### src/rtl/mips_pkg.sv
// Shared definitions for the MEM pipeline stage: default widths, the
// handshake FSM state encoding and the bubble values loaded into the
// EX/MEM and MEM/WB pipeline registers.
package mips_pkg;

  localparam int DATA_W = 32;
  localparam int REG_W  = 5;

  // Wait counter width; large enough for any TIMEOUT in 1..255.
  localparam int CNT_W  = 8;

  typedef enum logic {
    IDLE = 1'b0,
    WAIT = 1'b1
  } state_t;

  // Control bits carried in the EX/MEM register.
  typedef struct packed {
    logic reg_write;
    logic mem_to_reg;
    logic branch;
    logic mem_read;
    logic mem_write;
  } ex_mem_ctrl_t;

  // Control bits carried in the MEM/WB register.
  typedef struct packed {
    logic reg_write;
    logic mem_to_reg;
  } mem_wb_ctrl_t;

  // A bubble has every control bit cleared so it can neither write the
  // register file nor start a memory access nor take a branch.
  localparam ex_mem_ctrl_t EX_MEM_CTRL_BUBBLE = '0;
  localparam mem_wb_ctrl_t MEM_WB_CTRL_BUBBLE = '0;
  localparam logic         ZERO_BUBBLE        = 1'b0;

  // True when the instruction in EX/MEM touches data memory.
  function automatic logic is_memop(input ex_mem_ctrl_t ctrl);
    return ctrl.mem_read | ctrl.mem_write;
  endfunction

endpackage

### src/rtl/mem_handshake_fsm.sv
// Request/ready handshake tracker for the data-memory port. Counts wait
// cycles while a request is outstanding, produces the pipeline stall and
// flags an abort when the memory fails to answer within TIMEOUT cycles.
module mem_handshake_fsm
  import mips_pkg::*;
#(
  parameter int TIMEOUT = 15
) (
  input  logic clk,
  input  logic rst_n,
  input  logic req,
  input  logic ready,
  output logic stall,
  output logic abort
);

  localparam logic [CNT_W-1:0] TIMEOUT_CNT = CNT_W'(TIMEOUT);

  state_t           state_q;
  state_t           state_next;
  logic [CNT_W-1:0] cnt_q;
  logic [CNT_W-1:0] cnt_next;
  logic             timed_out;
  logic             complete;

  // State and wait-counter registers.
  always_ff @(posedge clk or negedge rst_n) begin
    if (!rst_n) begin
      state_q <= IDLE;
      cnt_q   <= '0;
    end else begin
      state_q <= state_next;
      cnt_q   <= cnt_next;
    end
  end

  // Next-state logic plus stall/abort decode. A ready arriving in the same
  // cycle as the timeout wins, so the access completes normally.
  always_comb begin
    state_next = state_q;
    cnt_next   = cnt_q;
    timed_out  = (state_q == WAIT) && (cnt_q == TIMEOUT_CNT);
    complete   = req & (ready | timed_out);
    stall      = req & ~complete;
    abort      = req & timed_out & ~ready;
    unique case (state_q)
      IDLE: begin
        if (req && !ready) begin
          state_next = WAIT;
          cnt_next   = CNT_W'(1);
        end
      end
      WAIT: begin
        if (!req || ready || timed_out) begin
          state_next = IDLE;
          cnt_next   = '0;
        end else begin
          cnt_next   = cnt_q + CNT_W'(1);
        end
      end
      default: begin
        state_next = IDLE;
        cnt_next   = '0;
      end
    endcase
  end

endmodule

### src/rtl/stage_mem_access.sv
// MEM pipeline stage: EX/MEM register, branch resolution, data-memory
// request with variable latency, and the MEM/WB register feeding
// write-back. Upstream stages are frozen while an access is outstanding.
module stage_mem_access #(
  parameter int DATA_W  = mips_pkg::DATA_W,
  parameter int REG_W   = mips_pkg::REG_W,
  parameter int TIMEOUT = 15
) (
  input  logic              Clk,
  input  logic              Rst,
  input  logic              RegWrite_in,
  input  logic              MemtoReg_in,
  input  logic              Branch_in,
  input  logic              MemRead_in,
  input  logic              MemWrite_in,
  input  logic [DATA_W-1:0] ALUAddResult,
  input  logic              Zero,
  input  logic [DATA_W-1:0] ALUResult,
  input  logic [DATA_W-1:0] ReadData2,
  input  logic [REG_W-1:0]  WriteReg,
  input  logic              Flush,
  output logic              PCSrc,
  output logic [DATA_W-1:0] BranchTarget,
  output logic              Stall,
  output logic              mem_req,
  output logic              mem_we,
  output logic [DATA_W-1:0] mem_addr,
  output logic [DATA_W-1:0] mem_wdata,
  input  logic              mem_ready,
  input  logic [DATA_W-1:0] mem_rdata,
  output logic              RegWrite_out,
  output logic              MemtoReg_out,
  output logic [DATA_W-1:0] ReadData_out,
  output logic [DATA_W-1:0] ALUResult_out,
  output logic [REG_W-1:0]  WriteReg_out,
  output logic              MemErr
);

  import mips_pkg::*;

  // EX/MEM register contents
  ex_mem_ctrl_t      exm_ctrl_q;
  logic [DATA_W-1:0] alu_add_q;
  logic              zero_q;
  logic [DATA_W-1:0] alu_result_q;
  logic [DATA_W-1:0] read_data2_q;
  logic [REG_W-1:0]  write_reg_q;

  // MEM/WB register contents
  mem_wb_ctrl_t      wb_ctrl_q;
  logic [DATA_W-1:0] wb_read_data_q;
  logic [DATA_W-1:0] wb_alu_result_q;
  logic [REG_W-1:0]  wb_write_reg_q;

  logic              mem_err_q;
  logic              done_q;
  logic              memop_q;
  logic              abort;
  logic              load_hit;

  // Reserved for a multi-beat mode; single-beat accesses never set it.
  assign done_q  = 1'b0;

  assign memop_q = is_memop(exm_ctrl_q);
  assign mem_req = memop_q & ~done_q;
  assign mem_we  = exm_ctrl_q.mem_write;

  // Address and store data come straight from EX/MEM, which is frozen by
  // Stall, so they stay stable for the whole request.
  assign mem_addr  = alu_result_q;
  assign mem_wdata = read_data2_q;

  assign PCSrc        = exm_ctrl_q.branch & zero_q;
  assign BranchTarget = alu_add_q;

  // Read data is only meaningful when our own load completes this cycle.
  assign load_hit = exm_ctrl_q.mem_read & mem_req & mem_ready;

  mem_handshake_fsm #(
    .TIMEOUT (TIMEOUT)
  ) u_handshake (
    .clk   (Clk),
    .rst_n (Rst),
    .req   (mem_req),
    .ready (mem_ready),
    .stall (Stall),
    .abort (abort)
  );

  // EX/MEM register: capture, load a bubble on Flush, or hold while stalled.
  always_ff @(posedge Clk or negedge Rst) begin
    if (!Rst) begin
      exm_ctrl_q   <= EX_MEM_CTRL_BUBBLE;
      alu_add_q    <= '0;
      zero_q       <= ZERO_BUBBLE;
      alu_result_q <= '0;
      read_data2_q <= '0;
      write_reg_q  <= '0;
    end else if (!Stall) begin
      if (Flush) begin
        exm_ctrl_q   <= EX_MEM_CTRL_BUBBLE;
        alu_add_q    <= '0;
        zero_q       <= ZERO_BUBBLE;
        alu_result_q <= '0;
        read_data2_q <= '0;
        write_reg_q  <= '0;
      end else begin
        exm_ctrl_q.reg_write  <= RegWrite_in;
        exm_ctrl_q.mem_to_reg <= MemtoReg_in;
        exm_ctrl_q.branch     <= Branch_in;
        exm_ctrl_q.mem_read   <= MemRead_in;
        exm_ctrl_q.mem_write  <= MemWrite_in;
        alu_add_q             <= ALUAddResult;
        zero_q                <= Zero;
        alu_result_q          <= ALUResult;
        read_data2_q          <= ReadData2;
        write_reg_q           <= WriteReg;
      end
    end
  end

  // MEM/WB register: retire the EX/MEM instruction, or insert a bubble
  // for every cycle the access is still outstanding.
  always_ff @(posedge Clk or negedge Rst) begin
    if (!Rst) begin
      wb_ctrl_q       <= MEM_WB_CTRL_BUBBLE;
      wb_read_data_q  <= '0;
      wb_alu_result_q <= '0;
      wb_write_reg_q  <= '0;
    end else if (Stall) begin
      wb_ctrl_q       <= MEM_WB_CTRL_BUBBLE;
      wb_read_data_q  <= '0;
      wb_alu_result_q <= '0;
      wb_write_reg_q  <= '0;
    end else begin
      wb_ctrl_q.reg_write  <= exm_ctrl_q.reg_write & ~abort;
      wb_ctrl_q.mem_to_reg <= exm_ctrl_q.mem_to_reg;
      wb_read_data_q       <= load_hit ? mem_rdata : '0;
      wb_alu_result_q      <= alu_result_q;
      wb_write_reg_q       <= write_reg_q;
    end
  end

  // Sticky error flag recording any timed-out access since reset.
  always_ff @(posedge Clk or negedge Rst) begin
    if (!Rst) begin
      mem_err_q <= 1'b0;
    end else if (abort) begin
      mem_err_q <= 1'b1;
    end
  end

  assign RegWrite_out  = wb_ctrl_q.reg_write;
  assign MemtoReg_out  = wb_ctrl_q.mem_to_reg;
  assign ReadData_out  = wb_read_data_q;
  assign ALUResult_out = wb_alu_result_q;
  assign WriteReg_out  = wb_write_reg_q;
  assign MemErr        = mem_err_q;

endmodule

### config.mk
export PLATFORM = sky130hd
export DESIGN_NAME = stage_mem_access
export DESIGN_NICKNAME = d
export VERILOG_FILES = /design/src/rtl/mips_pkg.sv /design/src/rtl/mem_handshake_fsm.sv /design/src/rtl/stage_mem_access.sv
export SDC_FILE = /design/constraint.sdc
export NUM_CORES = 1
export LEC_CHECK = 0
export CORE_ASPECT_RATIO = 1.25
export CORE_MARGIN = 2
export CORE_UTILIZATION = 42
export DETAILED_ROUTE_END_ITERATION = 6
export HOLD_SLACK_MARGIN = 0.06
export PLACE_DENSITY = 0.77
export SYNTH_ARGS = -nofsm -noshare
export SYNTH_HDL_FRONTEND = slang
export SYNTH_HIERARCHICAL = 1
export SYNTH_SLANG_ARGS = --single-unit
### constraint.sdc
create_clock -name Clk -period 2.3 [get_ports Clk]
set_input_delay 0.46 -clock Clk [delete_from_list [all_inputs] [get_ports Clk]]
set_output_delay 0.46 -clock Clk [all_outputs]
set_load 0.01 [all_outputs]
## Word level (Yosys, flattened, before mapping)

Index checks and enable logic that the tools add are counted.
W data, S select, Z words.

| cells by class | value |
|---|---|
| add/sub/neg operators | 1 |
| equality and inequality tests | 2 |
| multiplexer cells | 17 |
| bitwise logic cells | 14 |
| reductions and logical operators | 6 |

Operators by type and width:

| cell | number |
|---|---|
| $mux W32 | 6 |
| $mux W8 | 2 |
| $pmux W8 S2 | 1 |
| $mux W5 | 3 |
| $add A8 B1 Y8 const B | 1 |
| $and A1 B1 Y1 | 8 |
| $eq A8 B4 Y1 const B | 1 |
| $not A1 Y1 | 4 |
| $mux W1 | 3 |
| $logic_and A1 B1 Y1 | 2 |
| $logic_not A1 Y1 | 2 |
| $logic_or A1 B1 Y1 | 2 |
| $mux W2 | 1 |
| $ne A2 B1 Y1 const B | 1 |
| $or A1 B1 Y1 | 2 |
| $pmux W1 S2 | 1 |

| word-level totals | value |
|---|---|
| bits in registers | 188 |
| input port bits | 143 |
| word-level logic and storage cells | 58 |

## Depth between registers and ports, before layout

| depth | value |
|---|---|
| word-level depth | 7 |
| mapped depth | 10 |

## Hierarchy

Netlist, hierarchy kept.

Modules (own cells, without submodules):

| module | instances | cells an instance | area each (um2) | sequential area each (um2) |
|---|---|---|---|---|
| stage_mem_access | 1 | 593 | 6720.2 | 4479.3 |
| mem_handshake_fsm | 1 | 53 | 511.7 | 225.2 |

## Worst setup path before layout

No wires, ideal clock.

| timing | value |
|---|---|
| path kind | reg2reg |
| start | register u_handshake.cnt_q[4] |
| end | register wb_read_data_q[10], in the netlist ReadData_out[10] |
| setup time | 0.066 ns |
| arrival | 2.058 ns |
| data required time | 2.234 ns |
| path slack | 0.177 ns |
| stages on the path, launching flop included | 9 |
| path buffers | 3 |
| cell sequence | dfrtp_1 or4_4 nor2_1 a21oi_1 buf_6 buf_6 and3b_2 buf_6 and2_1 |

| on the way | value |
|---|---|
| word-level cells in the longest chain between the ends | 7 |

Ends and longest elaborated chain:

| what | RTL line | text |
|---|---|---|
| start: declaration | mem_handshake_fsm.sv:21 | `logic [CNT_W-1:0] cnt_q;` |
| start signal: assignment | mem_handshake_fsm.sv:33 | `cnt_q <= cnt_next;` |
| $eq A8 B4 Y1 | mem_handshake_fsm.sv:42 | `timed_out = (state_q == WAIT) && (cnt_q == TIMEOUT_CNT);` |
| $logic_and A1 B1 Y1 | mem_handshake_fsm.sv:42 |  |
| $or A1 B1 Y1 | mem_handshake_fsm.sv:43 | `complete = req & (ready \| timed_out);` |
| $and A1 B1 Y1 | mem_handshake_fsm.sv:43 |  |
| $not A1 Y1 | mem_handshake_fsm.sv:44 | `stall = req & ~complete;` |
| $and A1 B1 Y1 | mem_handshake_fsm.sv:44 |  |
| via Stall | stage_mem_access.sv:24 | `output logic Stall,` |
| $mux W32 | stage_mem_access.sv:130 | `end else if (Stall) begin` |
| end signal: assignment | stage_mem_access.sv:138 | `wb_read_data_q <= load_hit ? mem_rdata : '0;` |
| end: declaration | stage_mem_access.sv:51 | `logic [DATA_W-1:0] wb_read_data_q;` |

The timed path passes the listed nets, and every way through them passes these cells.
A chain may end at the register's enable or synchronous reset.

## Final worst setup path

| timing | value |
|---|---|
| start | register u_handshake.cnt_q[4] |
| end | output port Stall |

| on the way | value |
|---|---|
| word-level cells in the longest chain between the ends | 6 |

Ends and longest elaborated chain:

| what | RTL line |
|---|---|
| $eq A8 B4 Y1 | mem_handshake_fsm.sv:42 |
| $logic_and A1 B1 Y1 | mem_handshake_fsm.sv:42 |
| $or A1 B1 Y1 | mem_handshake_fsm.sv:43 |
| $and A1 B1 Y1 | mem_handshake_fsm.sv:43 |
| $not A1 Y1 | mem_handshake_fsm.sv:44 |
| $and A1 B1 Y1 | mem_handshake_fsm.sv:44 |
| end: declaration | stage_mem_access.sv:24 |

Every way passes these cells.

==> key figures <==
Cells and area
  • Layout cells sized above 1: 6.89%
  • Fin nets: 1104
  • Area added between synthesis and finish: 55.9%
  • Post-Layout Cell Count: 1194
  • Fill cell count: 1318
  • Design Area, Final: 0.0113 mm^2

Yosys
  • Seq cells post-synth: 188
  • Post-synth EDFFs: 0
  • Seq/Total Area, Yosys: 65.1%
  • Netlist cell types: 33
  • Syn_nets: 790
  • Asr flop ratio synth: 100%
  • Top_reg_cell synth: dfrtp_1
  • Synth Area per Inst: 11.2 um^2
  • Post-synthesis cell count: 646
  • Syn. warnings: 6
  • Post-Syn Area: 0.00723 mm^2

Worst setup path
  • Worst path arrival time: 1.77 ns
  • CP Buf/Inv Count: 1
  • CP Max Fanout: 2
  • CP required: 1.84 ns
  • Worst Setup Path Type: register to primary output
  • Setup crit end kind: primary output
  • Critical path, cell by cell: or4_4 > nor2_4 > a21oi_4 > buf_2
  • Type of element launching the critical path: register
  • Worst path slowest cell: or4_4
  • R2r setup slk: 0.29 ns
  • Cell family with most CP delay: simple AND/OR/NAND/NOR gates
  • Largest stage delay, worst path: 0.56 ns

Die
  • Die width: 121 um
  • Row cnt: 53
  • Initial core utilization: 42.9%
  • I/O pin count: 315
  • DIE HEIGHT: 151 um
  • Core area: 0.0168 mm^2
  • Full die area: 0.0183 mm^2

STA
  • Final worst slack: 0.0698 ns
  • Fin crit period: 2.23 ns
  • Unrepaired setup endpoints after global routing: no
  • Relative slew slack: 66.7%
  • Period utilization: 97.0%
  • Final setup fails: 0
  • Max-slew violation count: 0
  • Fmax achieved: 448 MHz
  • Final setup skew: 0.0115 ns
  • Worst-margin pin slew: 0.499 ns
  • TNS Setup: 0 ns
  • Final hold viol count: 0
  • Worst hold slack: 0.481 ns

Route
  • Vias/cell: 4.65
  • Total number of vias: 5555
  • Post-route DRC: 0
  • Avg WL per Cell: 15.8 um
  • DRT iter0 DRCs: 285
  • Antenna viol nets, final: 0
  • Detailed Routing Iterations Pass 1: 4
  • WL final: 18800 um

Global route
  • Vias in the first global route: 5651
  • First-pass GRT wire length: 29900 um
  • GRT Residual Overflow: 0
  • Initial antenna violation count: 1
  • Largest net degree at the start of global routing: 122
  • Total GRT Usage: 21.1%

Place
  • Post-Place Cells: 1159
  • Post-placement setup slack: 0.0321 ns
  • Detailed placement HPWL: 13700 um
  • Dpl cell area: 0.0107 mm^2
  • Routability cong.: 0.815
  • I/O Buffers: 314

Power
  • Switch share: 25.7%
  • PwrDens: 721 mW/mm^2
  • Leak: 4.89 nW
  • Internal power: 6.04 mW
  • Part of the power in combinational logic: 17.7%
  • NetSw: 2.08 mW
  • Peak supply drop: 0.438 mV
  • Flop pwr share: 45.7%
  • Clock share of power: 36.6%

Clock tree
  • Longest Clk Path Bufs: 2
  • CTS sink cnt: 188
  • Cts bufs inserted: 17
  • Clock latency on the worst-skew pair: 0.42 ns
  • Worst-path clk slew: 0.07 ns
  • CTS Root Cell: clkbuf_16
  • CTS tree: built
  • H-tree depth: 4

Flow run
  • Max-cap viol count: 0

Hold path
  • HP Class: register to register

Run status
  • Status: completed
[metal layers]
metal | track usage, % | share of wire, %
met1 | 24.8 | 39
met2 | 36.3 | 51
met5 | 0 | 0
met4 | 10.2 | 3.1
met3 | 5.08 | 6.7
[placed cells by master (no fill, tap or decap), drive strengths merged, types with 3 or more instances in the layout]
| cell | synthesis | routed |
|---|---|---|
| a21oi | 5 | 5 |
| a22o | 14 | 14 |
| and2 | 33 | 33 |
| buf | 19 | 24 |
| clkbuf | 23 | 18 |
| clkdlybuf4s50 | 0 | 311 |
| clkinv | 0 | 3 |
| dfrtp | 188 | 188 |
| inv | 1 | 9 |
| nand2 | 98 | 98 |
| nand2b | 97 | 97 |
| nand3 | 5 | 5 |
| nor2 | 6 | 6 |
| nor2b | 39 | 39 |
| o21ai | 99 | 99 |
[cells in the mapped netlist (all sizes together), types with 2 or more instances]
cell type  instances  area, um^2
buf               19         155
a31oi              2        12.5
o21ai             99         495
nor2               6        22.5
nor2b             39         244
and3               2        13.8
a21oi              5        25.0
nand2b            97         607
or2                2        12.5
and2              33         206
nand2             98         368
nand4              2        12.5
a22o              14         124
nand3              5        25.0
dfrtp            188        4700
clkbuf            23        87.6
[metrics by stage]
step / power, mW / utilization (%)
2_1_floorplan: 4.27 / -
3_3_place_gp: 5.20 / 63.2
3_5_place_dp: 5.23 / 63.2
4_1_cts: 8.23 / 66.9
5_1_grt: 8.51 / 66.9
6_report: 8.13 / 66.9
[cells by family after synthesis]
family                     Yosys count  share of synthesized area, %
adders and majority gates            1                         0.173
muxes                                2                         0.294
buffers and inverters               43                          3.41
DFF                                188                          65.1
AOI/OAI and AO/OA                  123                          9.55
xor gates and xnor gates             1                         0.121
and+or+nand+nor                    288                          21.4
[power groups by stage]
stage                     Sequential [mW]  Clock, mW  Combinational [mW]
final                                3.71       2.98                1.44
after global routing                 3.75       3.20                1.56
after CTS                            3.71       3.05                1.46
after detailed placement             3.77          0                1.45
after global placement               3.76          0                1.43
after floorplan                      3.88          0               0.382
[flip-flops by register name (all words and copies together) (netlist names), 4 cells and up]
register / count
ALUResult_out: 32
BranchTarget: 32
ReadData_out: 32
WriteReg_out: 5
exm_ctrl_q: 4
mem_addr: 32
mem_wdata: 32
u_handshake/cnt_q: 8
write_reg_q: 5
[final cells by class]
type | instances | area, um^2 | area share (%)
Sequential cell | 188 | 4700 | 41.7
Timing Repair Buffer | 337 | 3390 | 30.0
Multi-Input combinational cell | 415 | 2300 | 20.4
Clock buffer | 17 | 425 | 3.77
Tap cell | 220 | 275 | 2.44
Clock inverter | 15 | 175 | 1.55
Inverter | 1 | 3.75 | 0.0333
Antenna cell | 1 | 2.50 | 0.0222
[worst register-to-register path, delay by kind of cell, from the launching register on]
family          cells  cell delay, ns
simple gates        4            1.15
flops               1            0.38
buf+inv             2            0.34
compound gates      1            0.08
[repair_timing]
| item | CTS | global route |
|---|---|---|
| gates resized for setup | 6 | 0 |
| hold endpoints to repair | 53 | 0 |
| hold buffers | 1 | 0 |
| setup buffers | 1 | 0 |
| endpoints found under the setup margin | 1 | 0 |
[path summary, 6_finish.rpt]
check                      cells after the start                 start                to
max                                            4  u_handshake/cnt_q[4]             Stall
min                                            2        write_reg_q[3]    write_reg_q[3]
max reg2reg                                    7  u_handshake/cnt_q[4]  ReadData_out[19]
min reg2reg                                    2        write_reg_q[3]    write_reg_q[3]
max in group asynchronous                      3                   Rst      mem_addr[30]
min in group asynchronous                      2                   Rst      mem_addr[16]
No activity file was read; power rests on OpenSTA's default activity.
